--- src/rtl/dm_cache_pkg.sv ---
// Shared definitions for the direct-mapped data cache controller.
//   - FSM state encoding
//   - default geometry (index / tag widths) and the cacheable address bound
//   - byte-strobe merge helper used by the line store
package dm_cache_pkg;

    localparam int          IDX_W       = 6;
    localparam int          TAG_W       = 30 - IDX_W;
    localparam logic [31:0] CACHE_LIMIT = 32'h0000_1000;

    typedef enum logic [1:0] {
        IDLE  = 2'd0,
        FILL  = 2'd1,
        WRITE = 2'd2,
        DONE  = 2'd3
    } state_t;

    // Replace the bytes of old_word selected by strb with the bytes of new_word.
    function automatic logic [31:0] merge_bytes(input logic [31:0] old_word,
                                                input logic [31:0] new_word,
                                                input logic [3:0]  strb);
        logic [31:0] res;
        res = old_word;
        for (int b = 0; b < 4; b++) begin
            if (strb[b]) res[8*b +: 8] = new_word[8*b +: 8];
        end
        return res;
    endfunction

endpackage

--- src/rtl/dm_cache_if.sv ---
// Bus bundle around the cache controller.
//   mem_* : PicoRV32 native memory port (core side).
//   bk_*  : valid/ready port towards the slower backing memory.
// Modports:
//   slave  : the cache controller view (accepts core requests, drives backing requests).
//   master : the environment view (core plus backing memory).
interface dm_cache_if;

    logic        mem_valid;
    logic        mem_instr;
    logic [31:0] mem_addr;
    logic [31:0] mem_wdata;
    logic [3:0]  mem_wstrb;
    logic        mem_ready;
    logic [31:0] mem_rdata;

    logic        bk_valid;
    logic [31:0] bk_addr;
    logic [31:0] bk_wdata;
    logic [3:0]  bk_wstrb;
    logic        bk_ready;
    logic [31:0] bk_rdata;

    modport slave (
        input  mem_valid, mem_instr, mem_addr, mem_wdata, mem_wstrb,
        output mem_ready, mem_rdata,
        output bk_valid, bk_addr, bk_wdata, bk_wstrb,
        input  bk_ready, bk_rdata
    );

    modport master (
        output mem_valid, mem_instr, mem_addr, mem_wdata, mem_wstrb,
        input  mem_ready, mem_rdata,
        input  bk_valid, bk_addr, bk_wdata, bk_wstrb,
        output bk_ready, bk_rdata
    );

endinterface

--- src/rtl/dm_cache_store.sv ---
// Tag / data / valid arrays of the direct-mapped cache.
// Ports:
//   clk, rst         clock, synchronous active-high reset (clears valid bits only)
//   clr              flash-clear of every valid bit
//   rd_idx           combinational read index -> rd_valid, rd_tag, rd_data
//   wr_en            synchronous line write at wr_idx: stores wr_tag, merges
//                    wr_data into the line under wr_strb and sets the valid bit
module dm_cache_store
    import dm_cache_pkg::*;
#(
    parameter int LINES = 64,
    parameter int IDX_W = dm_cache_pkg::IDX_W,
    parameter int TAG_W = dm_cache_pkg::TAG_W
) (
    input  logic             clk,
    input  logic             rst,
    input  logic             clr,
    input  logic [IDX_W-1:0] rd_idx,
    output logic             rd_valid,
    output logic [TAG_W-1:0] rd_tag,
    output logic [31:0]      rd_data,
    input  logic             wr_en,
    input  logic [IDX_W-1:0] wr_idx,
    input  logic [TAG_W-1:0] wr_tag,
    input  logic [31:0]      wr_data,
    input  logic [3:0]       wr_strb
);

    logic [LINES-1:0] valid;
    logic [TAG_W-1:0] tags [LINES];
    logic [31:0]      data [LINES];

    assign rd_valid = valid[rd_idx];
    assign rd_tag   = tags[rd_idx];
    assign rd_data  = data[rd_idx];

    // A clear wins over a simultaneous write so a flush never leaves a line valid.
    always_ff @(posedge clk) begin
        if (rst || clr) begin
            valid <= '0;
        end else if (wr_en) begin
            valid[wr_idx] <= 1'b1;
        end
    end

    // Tag and data carry no reset; they are meaningless while the valid bit is low.
    always_ff @(posedge clk) begin
        if (wr_en) begin
            tags[wr_idx] <= wr_tag;
            data[wr_idx] <= merge_bytes(data[wr_idx], wr_data, wr_strb);
        end
    end

endmodule

--- src/rtl/dm_cache_ctrl.sv ---
// Sequencing controller for a direct-mapped, one-word-per-line data cache between
// the PicoRV32 native memory port and a backing memory.
// Ports:
//   clk, rst        clock, synchronous active-high reset
//   bus             dm_cache_if.slave: core request port (mem_*) and backing port (bk_*)
//   flush           pulse: invalidate every line (deferred to IDLE if busy)
//   hit_count       cached read hits (wraps)
//   miss_count      cached read misses (wraps)
// Reads that hit complete one cycle after acceptance; misses fill from backing
// memory. Writes are write-through with byte merge on hit and no allocate on miss.
module dm_cache_ctrl
    import dm_cache_pkg::*;
#(
    parameter int          LINES       = 64,
    parameter int          IDX_W       = dm_cache_pkg::IDX_W,
    parameter logic [31:0] CACHE_LIMIT = dm_cache_pkg::CACHE_LIMIT
) (
    input  logic        clk,
    input  logic        rst,
    dm_cache_if.slave   bus,
    input  logic        flush,
    output logic [31:0] hit_count,
    output logic [31:0] miss_count
);

    localparam int TAG_W = 30 - IDX_W;

    state_t      state, state_nxt;
    logic        flush_pend, flush_pend_nxt;
    logic        mem_ready_r, mem_ready_nxt;
    logic [31:0] mem_rdata_r, mem_rdata_nxt;
    logic        bk_valid_r, bk_valid_nxt;
    logic [31:0] bk_addr_r, bk_addr_nxt;
    logic [31:0] bk_wdata_r, bk_wdata_nxt;
    logic [3:0]  bk_wstrb_r, bk_wstrb_nxt;
    logic [31:0] hit_r, hit_nxt;
    logic [31:0] miss_r, miss_nxt;

    logic             st_clr;
    logic             st_rd_valid;
    logic [TAG_W-1:0] st_rd_tag;
    logic [31:0]      st_rd_data;
    logic             st_wr_en;
    logic [IDX_W-1:0] st_wr_idx;
    logic [TAG_W-1:0] st_wr_tag;
    logic [31:0]      st_wr_data;
    logic [3:0]       st_wr_strb;

    // Fetches are served exactly like data reads.
    logic unused_instr;
    assign unused_instr = bus.mem_instr;

    // Request decode straight from the core port (stable while mem_valid is high).
    logic [IDX_W-1:0] req_idx;
    logic [TAG_W-1:0] req_tag;
    logic             req_cached;
    logic             req_hit;
    logic             req_read;

    assign req_idx    = bus.mem_addr[IDX_W+1:2];
    assign req_tag    = bus.mem_addr[31:IDX_W+2];
    assign req_cached = (bus.mem_addr < CACHE_LIMIT);
    assign req_read   = (bus.mem_wstrb == 4'b0000);
    assign req_hit    = req_cached && st_rd_valid && (st_rd_tag == req_tag);

    // Fill decode from the registered backing address, which is held for the
    // whole FILL state independently of the core port.
    logic [IDX_W-1:0] fill_idx;
    logic [TAG_W-1:0] fill_tag;
    logic             fill_cached;

    assign fill_idx    = bk_addr_r[IDX_W+1:2];
    assign fill_tag    = bk_addr_r[31:IDX_W+2];
    assign fill_cached = (bk_addr_r < CACHE_LIMIT);

    dm_cache_store #(
        .LINES (LINES),
        .IDX_W (IDX_W),
        .TAG_W (TAG_W)
    ) u_store (
        .clk      (clk),
        .rst      (rst),
        .clr      (st_clr),
        .rd_idx   (req_idx),
        .rd_valid (st_rd_valid),
        .rd_tag   (st_rd_tag),
        .rd_data  (st_rd_data),
        .wr_en    (st_wr_en),
        .wr_idx   (st_wr_idx),
        .wr_tag   (st_wr_tag),
        .wr_data  (st_wr_data),
        .wr_strb  (st_wr_strb)
    );

    always_ff @(posedge clk) begin
        if (rst) begin
            state       <= IDLE;
            flush_pend  <= 1'b0;
            mem_ready_r <= 1'b0;
            mem_rdata_r <= '0;
            bk_valid_r  <= 1'b0;
            bk_addr_r   <= '0;
            bk_wdata_r  <= '0;
            bk_wstrb_r  <= '0;
            hit_r       <= '0;
            miss_r      <= '0;
        end else begin
            state       <= state_nxt;
            flush_pend  <= flush_pend_nxt;
            mem_ready_r <= mem_ready_nxt;
            mem_rdata_r <= mem_rdata_nxt;
            bk_valid_r  <= bk_valid_nxt;
            bk_addr_r   <= bk_addr_nxt;
            bk_wdata_r  <= bk_wdata_nxt;
            bk_wstrb_r  <= bk_wstrb_nxt;
            hit_r       <= hit_nxt;
            miss_r      <= miss_nxt;
        end
    end

    always_comb begin
        state_nxt      = state;
        flush_pend_nxt = flush_pend;
        mem_ready_nxt  = mem_ready_r;
        mem_rdata_nxt  = mem_rdata_r;
        bk_valid_nxt   = bk_valid_r;
        bk_addr_nxt    = bk_addr_r;
        bk_wdata_nxt   = bk_wdata_r;
        bk_wstrb_nxt   = bk_wstrb_r;
        hit_nxt        = hit_r;
        miss_nxt       = miss_r;

        st_clr     = 1'b0;
        st_wr_en   = 1'b0;
        st_wr_idx  = req_idx;
        st_wr_tag  = req_tag;
        st_wr_data = bus.mem_wdata;
        st_wr_strb = bus.mem_wstrb;

        unique case (state)
            IDLE: begin
                if (flush_pend || flush) begin
                    // Flush takes the cycle; a waiting request is accepted next cycle.
                    st_clr         = 1'b1;
                    flush_pend_nxt = 1'b0;
                end else if (bus.mem_valid) begin
                    if (req_read && req_hit) begin
                        mem_rdata_nxt = st_rd_data;
                        mem_ready_nxt = 1'b1;
                        hit_nxt       = hit_r + 32'd1;
                        state_nxt     = DONE;
                    end else if (req_read) begin
                        bk_valid_nxt = 1'b1;
                        bk_addr_nxt  = {bus.mem_addr[31:2], 2'b00};
                        bk_wstrb_nxt = 4'b0000;
                        if (req_cached) miss_nxt = miss_r + 32'd1;
                        state_nxt    = FILL;
                    end else begin
                        bk_valid_nxt = 1'b1;
                        bk_addr_nxt  = {bus.mem_addr[31:2], 2'b00};
                        bk_wdata_nxt = bus.mem_wdata;
                        bk_wstrb_nxt = bus.mem_wstrb;
                        // Write-through: merge into the line only when it already holds this address.
                        st_wr_en     = req_hit;
                        state_nxt    = WRITE;
                    end
                end
            end
            FILL: begin
                if (flush) flush_pend_nxt = 1'b1;
                if (bus.bk_ready) begin
                    bk_valid_nxt  = 1'b0;
                    mem_rdata_nxt = bus.bk_rdata;
                    mem_ready_nxt = 1'b1;
                    state_nxt     = DONE;
                    st_wr_en      = fill_cached;
                    st_wr_idx     = fill_idx;
                    st_wr_tag     = fill_tag;
                    st_wr_data    = bus.bk_rdata;
                    st_wr_strb    = 4'b1111;
                end
            end
            WRITE: begin
                if (flush) flush_pend_nxt = 1'b1;
                if (bus.bk_ready) begin
                    bk_valid_nxt  = 1'b0;
                    mem_ready_nxt = 1'b1;
                    state_nxt     = DONE;
                end
            end
            DONE: begin
                if (flush) flush_pend_nxt = 1'b1;
                mem_ready_nxt = 1'b0;
                state_nxt     = IDLE;
            end
            default: begin
                state_nxt = IDLE;
            end
        endcase
    end

    assign bus.mem_ready = mem_ready_r;
    assign bus.mem_rdata = mem_rdata_r;
    assign bus.bk_valid  = bk_valid_r;
    assign bus.bk_addr   = bk_addr_r;
    assign bus.bk_wdata  = bk_wdata_r;
    assign bus.bk_wstrb  = bk_wstrb_r;
    assign hit_count     = hit_r;
    assign miss_count    = miss_r;

endmodule

--- src/flat_wrapper.sv ---
// flat-port wrapper written by rule: the top's interface ports become plain ports
module dm_cache_ctrl_flat import dm_cache_pkg::*;
#(
    parameter int          LINES       = 64,
    parameter int          IDX_W       = dm_cache_pkg::IDX_W,
    parameter logic [31:0] CACHE_LIMIT = dm_cache_pkg::CACHE_LIMIT
)
  (clk, rst, flush, hit_count, miss_count, bus_mem_valid, bus_mem_instr, bus_mem_addr, bus_mem_wdata, bus_mem_wstrb, bus_mem_ready, bus_mem_rdata, bus_bk_valid, bus_bk_addr, bus_bk_wdata, bus_bk_wstrb, bus_bk_ready, bus_bk_rdata);
  dm_cache_if bus_i ();
  input  logic clk;
  input  logic rst;
  input  logic flush;
  output logic [31:0] hit_count;
  output logic [31:0] miss_count;
  input wire logic [$bits(bus_i.mem_valid)-1:0] bus_mem_valid;
  input wire logic [$bits(bus_i.mem_instr)-1:0] bus_mem_instr;
  input wire logic [$bits(bus_i.mem_addr)-1:0] bus_mem_addr;
  input wire logic [$bits(bus_i.mem_wdata)-1:0] bus_mem_wdata;
  input wire logic [$bits(bus_i.mem_wstrb)-1:0] bus_mem_wstrb;
  output wire logic [$bits(bus_i.mem_ready)-1:0] bus_mem_ready;
  output wire logic [$bits(bus_i.mem_rdata)-1:0] bus_mem_rdata;
  output wire logic [$bits(bus_i.bk_valid)-1:0] bus_bk_valid;
  output wire logic [$bits(bus_i.bk_addr)-1:0] bus_bk_addr;
  output wire logic [$bits(bus_i.bk_wdata)-1:0] bus_bk_wdata;
  output wire logic [$bits(bus_i.bk_wstrb)-1:0] bus_bk_wstrb;
  input wire logic [$bits(bus_i.bk_ready)-1:0] bus_bk_ready;
  input wire logic [$bits(bus_i.bk_rdata)-1:0] bus_bk_rdata;
  assign bus_i.mem_valid = bus_mem_valid;
  assign bus_i.mem_instr = bus_mem_instr;
  assign bus_i.mem_addr = bus_mem_addr;
  assign bus_i.mem_wdata = bus_mem_wdata;
  assign bus_i.mem_wstrb = bus_mem_wstrb;
  assign bus_mem_ready = bus_i.mem_ready;
  assign bus_mem_rdata = bus_i.mem_rdata;
  assign bus_bk_valid = bus_i.bk_valid;
  assign bus_bk_addr = bus_i.bk_addr;
  assign bus_bk_wdata = bus_i.bk_wdata;
  assign bus_bk_wstrb = bus_i.bk_wstrb;
  assign bus_i.bk_ready = bus_bk_ready;
  assign bus_i.bk_rdata = bus_bk_rdata;
  dm_cache_ctrl #(.LINES(LINES), .IDX_W(IDX_W), .CACHE_LIMIT(CACHE_LIMIT)) u_core (.clk(clk), .rst(rst), .bus(bus_i), .flush(flush), .hit_count(hit_count), .miss_count(miss_count));
endmodule
--- config.mk ---
export PLATFORM = sky130hd
export DESIGN_NAME = dm_cache_ctrl_flat
export DESIGN_NICKNAME = d
export VERILOG_FILES = /design/src/rtl/dm_cache_pkg.sv /design/src/rtl/dm_cache_if.sv /design/src/rtl/dm_cache_store.sv /design/src/rtl/dm_cache_ctrl.sv /design/src/flat_wrapper.sv
export SDC_FILE = /design/constraint.sdc
export NUM_CORES = 2
export LEC_CHECK = 0
export BUFFER_PORTS_ARGS = -buffer_cell sky130_fd_sc_hd__clkbuf_2
export CAP_MARGIN = 20
export CORE_UTILIZATION = 38
export DETAILED_ROUTE_END_ITERATION = 10
export GPL_TIMING_DRIVEN = 1
export SETUP_SLACK_MARGIN = 0.5
export SLEW_MARGIN = 40
export SYNTH_ARGS = -nofsm -noshare
export SYNTH_HDL_FRONTEND = slang
export SYNTH_SLANG_ARGS = --single-unit
--- constraint.sdc ---
create_clock -name clk -period 6.5 [get_ports clk]
set_input_delay 0.65 -clock clk [delete_from_list [all_inputs] [get_ports clk]]
set_output_delay 0.65 -clock clk [all_outputs]
set_load 0.02 [all_outputs]
==> results.py <==
metrics = {
    "global_routing": {
        "grt_start_max_net_pins": 129,
        "antenna_found_initial": 19,
        "gr-usage-all-layers_pct": 21.12,
        "gr-total-overflow": 0,
        "grt_pass1_wl_mm": 607.5,
        "grt_pass1_vias": 81240,
    },
    "synth": {
        "synth_edf_count": 3584,
        "postSynthRegisterBits": 3815,
        "yosysTopAreaCell": "edfxtp_1",
        "syn-cell-area_um2": 151600,
        "synth_top_area_share_pct": 70.99,
        "synth-warning-count": 0,
        "synthCells": 7753,
        "ys_top_cells_by_area": "edfxtp_1 (71%), mux4_2 (14%), dfxtp_1 (3.1%), mux2i_1 (2.0%), nor3_1 (1.2%)",
        "synth.avg_cell_area_um2": 19.55,
        "async_reset_ff_share_pct": 0,
        "ys_types": 79,
        "yosysSeqAreaShare_pct": 74.04,
        "synth_flop_cell": "edfxtp_1",
    },
    "clock_network": {
        "cts.sinks": 3815,
        "cts.path.max_buffers": 4,
        "ctsHoldBuffers": 39,
        "post_cts_buffers": 0,
        "cts_buffers": 382,
        "cts_tree": "built",
        "cts_resized": 0,
        "root_buffer": "clkbuf_16",
        "clkSlewWorstSetupHoldPaths_ns": 0.06,
        "htree_levels": 5,
        "clock_latency_ns": 0.96,
    },
    "place": {
        "gp_congestion": 0.9284,
        "place.port_buffers": 266,
        "hpwl_mm": 267.7,
    },
    "power_and_ir_drop": {
        "power_density_nw_per_um2": 316.3,
        "ir_drop_uv": 280.9,
        "leakagePower_nw": 56.84,
    },
    "sta": {
        "fmaxAchievable_ghz": 0.1882,
        "period_share_pct": 81.75,
        "setup_viol": 0,
        "worstMarginPinSlew_ns": 0.9570,
        "setup_tns_ns": 0,
        "slew_headroom_pct": 36.20,
        "fin_crit_ns": 5.314,
        "fin_worst_skew_ns": 0.06292,
        "finalHoldViolCount": 0,
        "grt_setup_unrepaired": "no",
        "slew_viol_final": 0,
    },
    "status": {
        "status": "completed",
    },
    "floorplanning": {
        "ios": 272,
        "die_w_um": 633.6,
        "start_util_pct": 38.23,
        "die_height_um": 633.6,
        "core_um2": 396500,
        "die_area_um2": 401500,
        "rows": 231,
    },
    "routing": {
        "wire_per_inst_um": 30.51,
        "drc": 0,
        "drt_wl_total_mm": 432.4,
        "first_pass_iters": 6,
        "drt_iter0_markers": 9540,
        "ant_nets": 0,
        "route.vias.total": 81200,
        "routed_via_density": 5.729,
    },
    "final_layout": {
        "drive_above_1_share_pct": 30.39,
        "final_common_cell": "edfxtp_1",
        "fin_util_pct": 44.71,
        "n_fill_cell": 33490,
        "syn_to_final_growth_pct": 16.94,
        "nets": 8714,
        "mostFrequentLayoutCells": "edfxtp_1 (3584), mux4_2 (956), buf_4 (547), clkbuf_16 (389), nand2_1 (385)",
    },
    "worst_setup_path": {
        "cp.arrival_ns": 5.96,
        "cp_max_fo": 57,
        "cp-end-kind": "register",
        "start_kind": "input port",
        "path_class": "in2reg",
        "cp_cell_sequence": "buf_12, buf_12, mux4_2, mux2i_1, o221ai_1, nor3_1, buf_4, xor2_1, nand4_1, nor2_1, a41oi_4, buf_12, buf_12, buf_12, nor3_1, buf_4",
        "critical-path-top-cell-by-count": "buf_12",
        "cp_slowest_cell": "mux2i_1",
        "cp.required_ns": 7.14,
        "max_stage_delay_ns": 0.61,
    },
    "hold_path": {
        "hold_class": "in2reg",
    },
    "flow_run": {
        "drv_cap": 0,
    },
}
[synthesized netlist by cell type (12+ instances only)]
library cell  number
mux2i_1          298
nand2_1          444
a22oi_1          127
nand4_1           20
o21ai_0          109
o211ai_1          46
and3_1            19
nor2_1           243
a221oi_1          20
clkbuf_1         235
a2bb2oi_1         37
and2_1            15
nand3_1           81
nor2b_1           81
buf_4             35
a22o_1            12
inv_1             51
mux4_2           956
o22ai_1           26
dfxtp_1          231
nor4_1            21
buf_6             40
a21oi_1           79
nand2b_1          89
buf_2            136
buf_1             42
o21ai_1           32
edfxtp_1        3584
a32o_1            44
mux2_2            72
nor3_1           373
[registers in the layout, indices dropped and copies added (netlist names)]
register / cells
u_core.bus.mem_ready: 1
u_core.bus.mem_rdata: 32
u_core.bus.bk_valid: 1
u_core.bus.bk_addr: 30
u_core.flush_pend: 1
u_core.hit_count: 32
u_core.u_store.valid: 64
u_core.u_store.tags: 1536
u_core.bus.bk_wdata: 32
u_core.bus.bk_wstrb: 4
u_core.miss_count: 32
u_core.state: 2
u_core.u_store.data: 2048
[cell type report]
class,instances,area [µm²],area share [%]
diodes,7,17.52,0.009881
clock buffers,455,10070,5.681
clock inverters,250,2754,1.553
inverters,54,215.2,0.1214
multi-input cells,3388,37380,21.08
flip-flops and latches,3815,112200,63.32
well taps,5242,6559,3.700
repair buffers,961,8040,4.535
[routing by layer]
metal / vias up / GRT usage, % / wire length, µm
met3: 703 / 3.868 / 34130
met1: 43290 / 27.84 / 169200
met5: - / 0 / 78
met4: 10 / 7.919 / 17850
met2: 3606 / 34.93 / 211100
li1: 33580 / - / -
[through the flow]
stage	std cells	setup slack [ns]	cell area, µm²	power, mW	hold slack, ns
final	14170	1.186	177300	56.08	0.07738
after global routing	14170	1.229	177300	57.52	0.07966
after CTS	14160	1.342	177200	56.39	0.007871
after detailed placement	13420	0.3428	164000	34.01	0.4469
after global placement	13410	0.3817	163700	33.82	0.4325
after floorplan	7754	0.7872	151600	31.46	0.4198
[cell families after synthesis]
logic type | share of synthesized area, %
multiplexers | 16.73
flip-flops | 74.04
AND/OR/NAND/NOR | 4.479
AO/OA/AOI/OAI | 2.767
XOR/XNOR | 0.09244
adder cells (fa/ha/maj) | 0.04952
buffers and inverters | 1.841
other | 0.002474
[power breakdown]
| group | leakage (nW) | switching [mW] | internal [mW] |
|---|---|---|---|
| combinational | 16.5 | 4.01 | 1.45 |
| clock | 6.22 | 9.53 | 13.0 |
| sequential | 34.1 | 0.127 | 27.9 |
| total | 56.8 | 13.7 | 42.4 |
[worst paths after layout]
check | from | to | slack, ns | depth (start not counted)
setup / recovery | bus_mem_addr[2] | u_core.u_store.data[60][14]$_DFFE_PP_ | 1.19 | 16
hold / removal | bus_mem_addr[15] | u_core.bus.bk_addr[15]$_SDFFE_PP0P_ | 0.08 | 3
setup reg to reg | u_core.u_store.tags[39][17]$_DFFE_PP_ | u_core.u_store.data[60][14]$_DFFE_PP_ | 1.46 | 14
hold reg to reg | u_core.bus.bk_wdata[24]$_SDFFE_PP0P_ | u_core.bus.bk_wdata[24]$_SDFFE_PP0P_ | 0.46 | 2
[critical path: cells and delay by family]
| family | cells | cell delay (ns) |
|---|---|---|
| AO/OA/AOI/OAI | 2 | 0.69 |
| buffers and inverters | 7 | 1.71 |
| multiplexers | 2 | 1.16 |
| AND/OR/NAND/NOR | 4 | 1.39 |
| XOR/XNOR | 1 | 0.15 |
No activity file was read; power rests on OpenSTA's default activity.
